<file path="src/rtl/impact_seq_pkg.sv">
// impact_seq_pkg: shared state encoding and default phase lengths for the SRAM sequencer.
package impact_seq_pkg;
    typedef enum logic [2:0] {
        IDLE  = 3'd0,
        PRECH = 3'd1,
        WLON  = 3'd2,
        SENSE = 3'd3,
        GAP   = 3'd4,
        RECOV = 3'd5
    } state_t;
    localparam int PRE_CYC_DEF   = 2;
    localparam int WL_CYC_DEF    = 2;
    localparam int SENSE_CYC_DEF = 1;
endpackage

</file>
<file path="src/rtl/impact_sram_seq_if.sv">
// impact_sram_seq_if: request/response bus of the SRAM access sequencer.
interface impact_sram_seq_if;
    logic       req_valid;
    logic       req_ready;
    logic       req_we;
    logic [1:0] req_proj;
    logic [1:0] req_byte_sel;
    logic       req_byte_mode;
    logic       req_trunc;
    logic [7:0] req_wdata;
    logic       rsp_valid;
    logic [7:0] rsp_rdata;
    logic       rsp_err;
    modport master (
        output req_valid, req_we, req_proj, req_byte_sel, req_byte_mode, req_trunc, req_wdata,
        input  req_ready, rsp_valid, rsp_rdata, rsp_err
    );
    modport slave (
        input  req_valid, req_we, req_proj, req_byte_sel, req_byte_mode, req_trunc, req_wdata,
        output req_ready, rsp_valid, rsp_rdata, rsp_err
    );
endinterface

</file>
<file path="src/rtl/impact_seq_timer.sv">
// impact_seq_timer: loadable 4-bit down-counter; done while the count sits at zero.
module impact_seq_timer (
    input  logic       clk,
    input  logic       rst,
    input  logic       load,
    input  logic [3:0] load_val,
    output logic       done
);
    logic [3:0] cnt;
    always_ff @(posedge clk) begin
        if (!rst) cnt <= '0;
        else if (load) cnt <= load_val;
        else if (cnt != '0) cnt <= cnt - 4'd1;
    end
    assign done = cnt == '0;
endmodule

</file>
<file path="src/rtl/impact_sram_seq.sv">
// impact_sram_seq: precharge / word-line / sense sequencer for an SRAM macro.
// Define IMPACT_SEQ_WVERIFY_EN to add a read-back verify pass after every write.
module impact_sram_seq
    import impact_seq_pkg::*;
#(
    parameter int PRE_CYC   = PRE_CYC_DEF,
    parameter int WL_CYC    = WL_CYC_DEF,
    parameter int SENSE_CYC = SENSE_CYC_DEF
) (
    input  logic               clk,
    input  logic               rst,
    impact_sram_seq_if.slave   bus,
    output logic               PreCharge,
    output logic               WL_enable,
    output logic               ReadEnable,
    output logic               WriteEnable,
    output logic               Data_In_Enable,
    output logic               Byte_Mode_Enable,
    output logic               Trunc_Enable,
    output logic [1:0]         Proj_Select,
    output logic [1:0]         Byte_Select,
    output logic [7:0]         Data_In,
    input  logic [7:0]         Data_Out
);
    state_t     state, state_n;
    logic       rd, rd_n, ld, done, accept;
    logic [3:0] ld_val;

    assign accept = bus.req_valid && bus.req_ready;
    // rd marks the current pass as a read; the verify pass of a write flips it on in GAP
    assign rd_n = accept ? !bus.req_we : (state == GAP) || rd;

    impact_seq_timer u_timer (
        .clk      (clk),
        .rst      (rst),
        .load     (ld),
        .load_val (ld_val),
        .done     (done)
    );

    always_comb begin
        state_n = state;
        ld      = 1'b0;
        ld_val  = 4'd0;
        case (state)
            IDLE:  if (accept) begin state_n = PRECH; ld = 1'b1; ld_val = 4'(PRE_CYC - 1); end
            PRECH: if (done) begin state_n = WLON; ld = 1'b1; ld_val = 4'(WL_CYC - 1); end
            WLON:  if (done) begin
                if (rd) begin state_n = SENSE; ld = 1'b1; ld_val = 4'(SENSE_CYC - 1); end
`ifdef IMPACT_SEQ_WVERIFY_EN
                else state_n = GAP;
`else
                else state_n = RECOV;
`endif
            end
            SENSE: if (done) state_n = RECOV;
            GAP:   begin state_n = PRECH; ld = 1'b1; ld_val = 4'(PRE_CYC - 1); end
            default: state_n = IDLE;
        endcase
    end

    // strobes are registered from the next state so they align with the state itself
    always_ff @(posedge clk) begin
        if (!rst) begin
            state            <= IDLE;
            rd               <= 1'b0;
            PreCharge        <= 1'b0;
            WL_enable        <= 1'b0;
            ReadEnable       <= 1'b0;
            WriteEnable      <= 1'b0;
            Data_In_Enable   <= 1'b0;
            Byte_Mode_Enable <= 1'b0;
            Trunc_Enable     <= 1'b0;
            Proj_Select      <= 2'b0;
            Byte_Select      <= 2'b0;
            Data_In          <= 8'h0;
            bus.req_ready    <= 1'b1;
            bus.rsp_valid    <= 1'b0;
            bus.rsp_rdata    <= 8'h0;
        end else begin
            state          <= state_n;
            rd             <= rd_n;
            PreCharge      <= state_n == PRECH;
            WL_enable      <= state_n == WLON || state_n == SENSE;
            ReadEnable     <= (state_n == WLON && rd_n) || state_n == SENSE;
            WriteEnable    <= state_n == WLON && !rd_n;
            Data_In_Enable <= state_n == WLON && !rd_n;
            bus.req_ready  <= state_n == IDLE;
            bus.rsp_valid  <= state_n == RECOV;
            if (accept) begin
                Proj_Select      <= bus.req_proj;
                Byte_Select      <= bus.req_byte_sel;
                Byte_Mode_Enable <= bus.req_byte_mode;
                Trunc_Enable     <= bus.req_trunc;
                Data_In          <= bus.req_wdata;
            end
            if (state == SENSE && done) bus.rsp_rdata <= Data_Out;
        end
    end

`ifdef IMPACT_SEQ_WVERIFY_EN
    logic we_q;
    always_ff @(posedge clk) begin
        if (!rst) begin
            we_q        <= 1'b0;
            bus.rsp_err <= 1'b0;
        end else begin
            if (accept) we_q <= bus.req_we;
            bus.rsp_err <= state == SENSE && done && we_q && Data_Out != Data_In;
        end
    end
`else
    assign bus.rsp_err = 1'b0;
`endif
endmodule

</file>
<file path="src/flat_wrapper.sv">
// flat-port wrapper written by rule: the top's interface ports become plain ports
module impact_sram_seq_flat import impact_seq_pkg::*;
#(
    parameter int PRE_CYC   = PRE_CYC_DEF,
    parameter int WL_CYC    = WL_CYC_DEF,
    parameter int SENSE_CYC = SENSE_CYC_DEF
)
  (clk, rst, PreCharge, WL_enable, ReadEnable, WriteEnable, Data_In_Enable, Byte_Mode_Enable, Trunc_Enable, Proj_Select, Byte_Select, Data_In, Data_Out, bus_req_valid, bus_req_we, bus_req_proj, bus_req_byte_sel, bus_req_byte_mode, bus_req_trunc, bus_req_wdata, bus_req_ready, bus_rsp_valid, bus_rsp_rdata, bus_rsp_err);
  impact_sram_seq_if bus_i ();
  input  logic clk;
  input  logic rst;
  output logic PreCharge;
  output logic WL_enable;
  output logic ReadEnable;
  output logic WriteEnable;
  output logic Data_In_Enable;
  output logic Byte_Mode_Enable;
  output logic Trunc_Enable;
  output logic [1:0] Proj_Select;
  output logic [1:0] Byte_Select;
  output logic [7:0] Data_In;
  input  logic [7:0] Data_Out;
  input wire logic [$bits(bus_i.req_valid)-1:0] bus_req_valid;
  input wire logic [$bits(bus_i.req_we)-1:0] bus_req_we;
  input wire logic [$bits(bus_i.req_proj)-1:0] bus_req_proj;
  input wire logic [$bits(bus_i.req_byte_sel)-1:0] bus_req_byte_sel;
  input wire logic [$bits(bus_i.req_byte_mode)-1:0] bus_req_byte_mode;
  input wire logic [$bits(bus_i.req_trunc)-1:0] bus_req_trunc;
  input wire logic [$bits(bus_i.req_wdata)-1:0] bus_req_wdata;
  output wire logic [$bits(bus_i.req_ready)-1:0] bus_req_ready;
  output wire logic [$bits(bus_i.rsp_valid)-1:0] bus_rsp_valid;
  output wire logic [$bits(bus_i.rsp_rdata)-1:0] bus_rsp_rdata;
  output wire logic [$bits(bus_i.rsp_err)-1:0] bus_rsp_err;
  assign bus_i.req_valid = bus_req_valid;
  assign bus_i.req_we = bus_req_we;
  assign bus_i.req_proj = bus_req_proj;
  assign bus_i.req_byte_sel = bus_req_byte_sel;
  assign bus_i.req_byte_mode = bus_req_byte_mode;
  assign bus_i.req_trunc = bus_req_trunc;
  assign bus_i.req_wdata = bus_req_wdata;
  assign bus_req_ready = bus_i.req_ready;
  assign bus_rsp_valid = bus_i.rsp_valid;
  assign bus_rsp_rdata = bus_i.rsp_rdata;
  assign bus_rsp_err = bus_i.rsp_err;
  impact_sram_seq #(.PRE_CYC(PRE_CYC), .WL_CYC(WL_CYC), .SENSE_CYC(SENSE_CYC)) u_core (.clk(clk), .rst(rst), .bus(bus_i), .PreCharge(PreCharge), .WL_enable(WL_enable), .ReadEnable(ReadEnable), .WriteEnable(WriteEnable), .Data_In_Enable(Data_In_Enable), .Byte_Mode_Enable(Byte_Mode_Enable), .Trunc_Enable(Trunc_Enable), .Proj_Select(Proj_Select), .Byte_Select(Byte_Select), .Data_In(Data_In), .Data_Out(Data_Out));
endmodule
</file>
<file path="config.mk">
export PLATFORM = sky130hd
export DESIGN_NAME = impact_sram_seq_flat
export DESIGN_NICKNAME = d
export VERILOG_FILES = /design/src/rtl/impact_seq_pkg.sv /design/src/rtl/impact_sram_seq_if.sv /design/src/rtl/impact_seq_timer.sv /design/src/rtl/impact_sram_seq.sv /design/src/flat_wrapper.sv
export SDC_FILE = /design/constraint.sdc
export NUM_CORES = 1
export LEC_CHECK = 0
export ABC_AREA = 1
export BUFFER_PORTS_ARGS = -buffer_cell sky130_fd_sc_hd__buf_2
export CAP_MARGIN = 25
export CORE_MARGIN = 10
export CORE_UTILIZATION = 35
export DETAILED_ROUTE_END_ITERATION = 7
export HOLD_SLACK_MARGIN = 0.02
export PLACE_DENSITY_LB_ADDON = 0.12
export SKIP_CTS_REPAIR_TIMING = 1
export SYNTH_ARGS = -nofsm -noshare
export SYNTH_HDL_FRONTEND = slang
export SYNTH_SLANG_ARGS = --single-unit
export TNS_END_PERCENT = 5
</file>
<file path="constraint.sdc">
create_clock -name clk -period 2.9 [get_ports clk]
set_input_delay 0.58 -clock clk [delete_from_list [all_inputs] [get_ports clk]]
set_output_delay 0.58 -clock clk [all_outputs]
set_load 0.01 [all_outputs]
</file>
==> flow_summary.html <==
<table>
<tr><th>Metric</th><th>Value</th></tr>
<tr><th colspan="2">STA</th></tr>
<tr><td>Number of pins with negative max-slew slack in the final report</td><td>0</td></tr>
<tr><td>Fin crit period</td><td>1460 ps</td></tr>
<tr><td>Unrepaired setup endpoints after global routing</td><td>false</td></tr>
<tr><td>Worst-case hold slack</td><td>476 ps</td></tr>
<tr><td>Peak clock frequency supported by timing</td><td>687 MHz</td></tr>
<tr><td>Final hold vios</td><td>0</td></tr>
<tr><td>Crit share post-route</td><td>50.2%</td></tr>
<tr><td>Final Setup Violations</td><td>0</td></tr>
<tr><td>Final TNS setup</td><td>0 ps</td></tr>
<tr><td>Worst clock skew on the final layout</td><td>4.33 ps</td></tr>
<tr><th colspan="2">CTS</th></tr>
<tr><td>CTS Root Cell</td><td>sky130_fd_sc_hd__clkbuf_8</td></tr>
<tr><td>Number of buffers inserted during clock tree synthesis</td><td>5</td></tr>
<tr><td>CTS tree</td><td>built</td></tr>
<tr><td>Depth of the CTS H-tree</td><td>2</td></tr>
<tr><td>Clock sinks</td><td>36</td></tr>
<tr><td>Max Buffers Root-to-Sink</td><td>2</td></tr>
<tr><td>Clock transition at the registers of the reported paths</td><td>70 ps</td></tr>
<tr><td>Later-pin clock latency in the skew report</td><td>280 ps</td></tr>
<tr><th colspan="2">Setup path</th></tr>
<tr><td>Data required time at the worst endpoint</td><td>3110 ps</td></tr>
<tr><td>CP startpoint kind</td><td>primary input</td></tr>
<tr><td>Max FO, Critical Path</td><td>17</td></tr>
<tr><td>CP max-delay cell</td><td>sky130_fd_sc_hd__o21ai_0</td></tr>
<tr><td>Critical Path AT</td><td>1670 ps</td></tr>
<tr><td>Count of buffering cells on the critical path with inverters included</td><td>2</td></tr>
<tr><td>Critical-path cell list</td><td>buf_2 &gt; nand2_2 &gt; inv_2 &gt; o21ai_0 &gt; nand2_1 &gt; nor2_1 &gt; nand2_1 &gt; nor2_1</td></tr>
<tr><td>Kind of end point of the critical path</td><td>flop</td></tr>
<tr><td>Cell family with the largest share of critical-path delay</td><td>simple AND/OR/NAND/NOR gates</td></tr>
<tr><td>Setup CP Type</td><td>primary input to flop</td></tr>
<tr><td>Worst stage delay on the critical path</td><td>240 ps</td></tr>
<tr><th colspan="2">Power</th></tr>
<tr><td>Clock share of power</td><td>20.8%</td></tr>
<tr><td>Peak supply drop</td><td>0.000290 V</td></tr>
<tr><td>Switching power</td><td>575 uW</td></tr>
<tr><td>Seq pwr share</td><td>42.6%</td></tr>
<tr><td>Share of total power in combinational logic</td><td>36.6%</td></tr>
<tr><td>Internal power component</td><td>976 uW</td></tr>
<tr><td>Static leakage</td><td>0.914 nW</td></tr>
<tr><td>Ratio of total power to cell area</td><td>876 mW/mm^2</td></tr>
<tr><td>Net switching fraction of the power</td><td>37.1%</td></tr>
<tr><th colspan="2">Die</th></tr>
<tr><td>Full die area</td><td>0.00696 sq mm</td></tr>
<tr><td>Number of ports placed on the die boundary</td><td>56</td></tr>
<tr><td>Std-Cell Rows</td><td>22</td></tr>
<tr><td>X dimension of the die</td><td>83.4 um</td></tr>
<tr><td>Initial standard-cell utilization of the core</td><td>37.3%</td></tr>
<tr><td>Die Y-Extent</td><td>83.4 um</td></tr>
<tr><td>Placeable core region</td><td>0.00377 sq mm</td></tr>
<tr><th colspan="2">Synthesis</th></tr>
<tr><td>EDFF count, synth</td><td>0</td></tr>
<tr><td>Sequential share of the synthesized area</td><td>51.2%</td></tr>
<tr><td>Post-synth design cell area</td><td>0.00141 sq mm</td></tr>
<tr><td>Synthesized net count</td><td>213</td></tr>
<tr><td>Count of unique library cells instantiated by Yosys</td><td>22</td></tr>
<tr><td>Warnings from Yosys</td><td>0</td></tr>
<tr><td>Top FF cell, synth</td><td>sky130_fd_sc_hd__dfxtp_1</td></tr>
<tr><td>Number of cells produced by synthesis</td><td>186</td></tr>
<tr><td>Fraction of synthesis flops using an asynchronous set or reset pin</td><td>0%</td></tr>
<tr><td>Synthesis-stage register bit count</td><td>36</td></tr>
<tr><td>Mean Syn Cell Area</td><td>7.57 sq um</td></tr>
<tr><th colspan="2">Placement</th></tr>
<tr><td>Sum of net half-perimeters after detailed placement</td><td>2650 um</td></tr>
<tr><td>Standard cell area after detailed placement</td><td>0.00169 sq mm</td></tr>
<tr><td>Port buffer count</td><td>54</td></tr>
<tr><td>Routability congestion estimate</td><td>0.809</td></tr>
<tr><th colspan="2">Cells and area</th></tr>
<tr><td>Leading cell type in the layout, fill and taps excluded</td><td>sky130_fd_sc_hd__nor2_1</td></tr>
<tr><td>Number of inserted diodes</td><td>0</td></tr>
<tr><td>Commonest cells after routing, fill and taps aside</td><td>sky130_fd_sc_hd__nor2_1, sky130_fd_sc_hd__buf_2, sky130_fd_sc_hd__dfxtp_1</td></tr>
<tr><td>Share of post-route cells with drive strength above 1</td><td>29.2%</td></tr>
<tr><td>Cell area after layout</td><td>0.00177 sq mm</td></tr>
<tr><td>NumNets Final</td><td>267</td></tr>
<tr><td>Count of filler cells inserted in the layout</td><td>386</td></tr>
<tr><td>Post-synthesis to final-layout area growth</td><td>25.8%</td></tr>
<tr><th colspan="2">Route</th></tr>
<tr><td>Routed wire length</td><td>3430 um</td></tr>
<tr><td>Detail Route Antenna Nets</td><td>0</td></tr>
<tr><td>Wire length per cell after detailed routing</td><td>11.9 um</td></tr>
<tr><td>Number of DRC markers after the initial detailed-route iteration</td><td>55</td></tr>
<tr><td>Via count</td><td>1284</td></tr>
<tr><td>Residual DRC</td><td>0</td></tr>
<tr><td>TritonRoute pass-1 iters</td><td>4</td></tr>
<tr><td>Vias per cell</td><td>4.46</td></tr>
<tr><th colspan="2">Global route</th></tr>
<tr><td>GR Overflow Total</td><td>0</td></tr>
<tr><td>Total routing usage reported by global routing</td><td>9.84%</td></tr>
<tr><td>Initial antenna violation count</td><td>0</td></tr>
<tr><td>Largest net degree at the start of global routing</td><td>28</td></tr>
<tr><td>Global-route wire length before repair</td><td>5790 um</td></tr>
<tr><td>Number of global-route vias before repair</td><td>1245</td></tr>
<tr><th colspan="2">Min path</th></tr>
<tr><td>Type of the tightest min-delay check</td><td>flop to flop</td></tr>
<tr><th colspan="2">Outcome</th></tr>
<tr><td>Status</td><td>complete, no violations</td></tr>
<tr><th colspan="2">Flow run</th></tr>
<tr><td>Number of max-capacitance violations reported</td><td>0</td></tr>
</table>
cell families (layout without fill, tap and decap cells):
family / count (synthesis) / in the layout / share of synthesized area, %
simple gates: 91 / 91 / 27.2
flops: 36 / 36 / 51.2
xor+xnor: 3 / 3 / 1.87
fa+ha+maj: 1 / 1 / 0.889
buf+inv: 26 / 80 / 8.35
other cells: 1 / 1 / 0.266
compound gates: 28 / 28 / 10.2
registers in the layout (all words and copies together), names as in the netlist, 2 cells and up:
name / cells
u_core.u_timer.cnt: 4
u_core.Proj_Select: 2
u_core.bus.rsp_rdata: 8
u_core.Data_In: 8
u_core.Byte_Select: 2
u_core.state: 3
per-layer routing:
metal	GRT usage (%)	up-vias	wire length, um
li1	-	687	-
met1	11.6	562	1570
met2	14.9	33	1540
met3	5.66	2	304
met4	2.72	0	15
met5	0	-	0
final cells by class:
cell class / count / area, sq um / area share, %
sequential: 36 / 721 / 40.7
multi-input combinational: 124 / 569 / 32.2
timing repair buffer: 54 / 270 / 15.3
clock buffer: 6 / 72.6 / 4.10
inverter: 19 / 72.6 / 4.10
tap: 48 / 60.1 / 3.39
clock inverter: 1 / 5.00 / 0.283
power groups by stage:
| stage | registers, mW | logic, mW | clock network (mW) |
|---|---|---|---|
| after floorplan | 0.692 | 0.401 | 0 |
| after global placement | 0.673 | 0.575 | 0 |
| after detailed placement | 0.670 | 0.577 | 0 |
| after CTS | 0.661 | 0.577 | 0.333 |
| after global routing | 0.675 | 0.666 | 0.355 |
| final | 0.661 | 0.567 | 0.323 |
path summary, 6_finish.rpt:
kind / endpoint / cells past startpoint / slack (ps) / start
hold reg to reg: u_core.bus.rsp_rdata[6] / 2 / 480 / u_core.bus.rsp_rdata[6]
setup reg to reg: u_core.state[1] / 9 / 1480 / u_core.u_timer.cnt[0]
hold / removal: u_core.bus.rsp_rdata[6] / 2 / 480 / u_core.bus.rsp_rdata[6]
setup / recovery: u_core.WriteEnable / 8 / 1440 / bus_req_valid
per-stage QoR:
step / worst slack, ps / cells / power (mW) / utilization (%)
after floorplan: 1590 / 186 / 1.09 / -
after global placement: 1150 / 281 / 1.25 / 44.9
after detailed placement: 1140 / 281 / 1.25 / 44.9
after CTS: 1430 / 288 / 1.57 / 46.9
after global routing: 1220 / 288 / 1.70 / 46.9
final: 1440 / 288 / 1.55 / 46.9
synthesized netlist by cell type, types with 2 or more instances:
master,number,area share (%)
sky130_fd_sc_hd__nor2_1,56,15
sky130_fd_sc_hd__dfxtp_1,36,51
sky130_fd_sc_hd__o21ai_0,26,9.2
sky130_fd_sc_hd__nand2_1,17,4.5
sky130_fd_sc_hd__inv_1,15,4.0
sky130_fd_sc_hd__nand3_1,8,2.8
sky130_fd_sc_hd__nor3_1,4,1.4
sky130_fd_sc_hd__clkbuf_1,3,0.80
sky130_fd_sc_hd__inv_2,3,0.80
sky130_fd_sc_hd__nand2_2,3,1.3
sky130_fd_sc_hd__buf_4,2,1.1
sky130_fd_sc_hd__nor2_2,2,0.89
sky130_fd_sc_hd__xnor2_1,2,1.2
worst register-to-register path, stage by stage, from the launching register on:
cell	delay, ps
sky130_fd_sc_hd__dfxtp_1	310
sky130_fd_sc_hd__inv_1	80
sky130_fd_sc_hd__ha_1	230
sky130_fd_sc_hd__nand2_2	130
sky130_fd_sc_hd__inv_2	140
sky130_fd_sc_hd__o21ai_0	90
sky130_fd_sc_hd__nand2_1	120
sky130_fd_sc_hd__nand2_1	80
sky130_fd_sc_hd__nand2_2	90
sky130_fd_sc_hd__inv_1	50
Note: power is estimated with default switching activity, not from simulation.
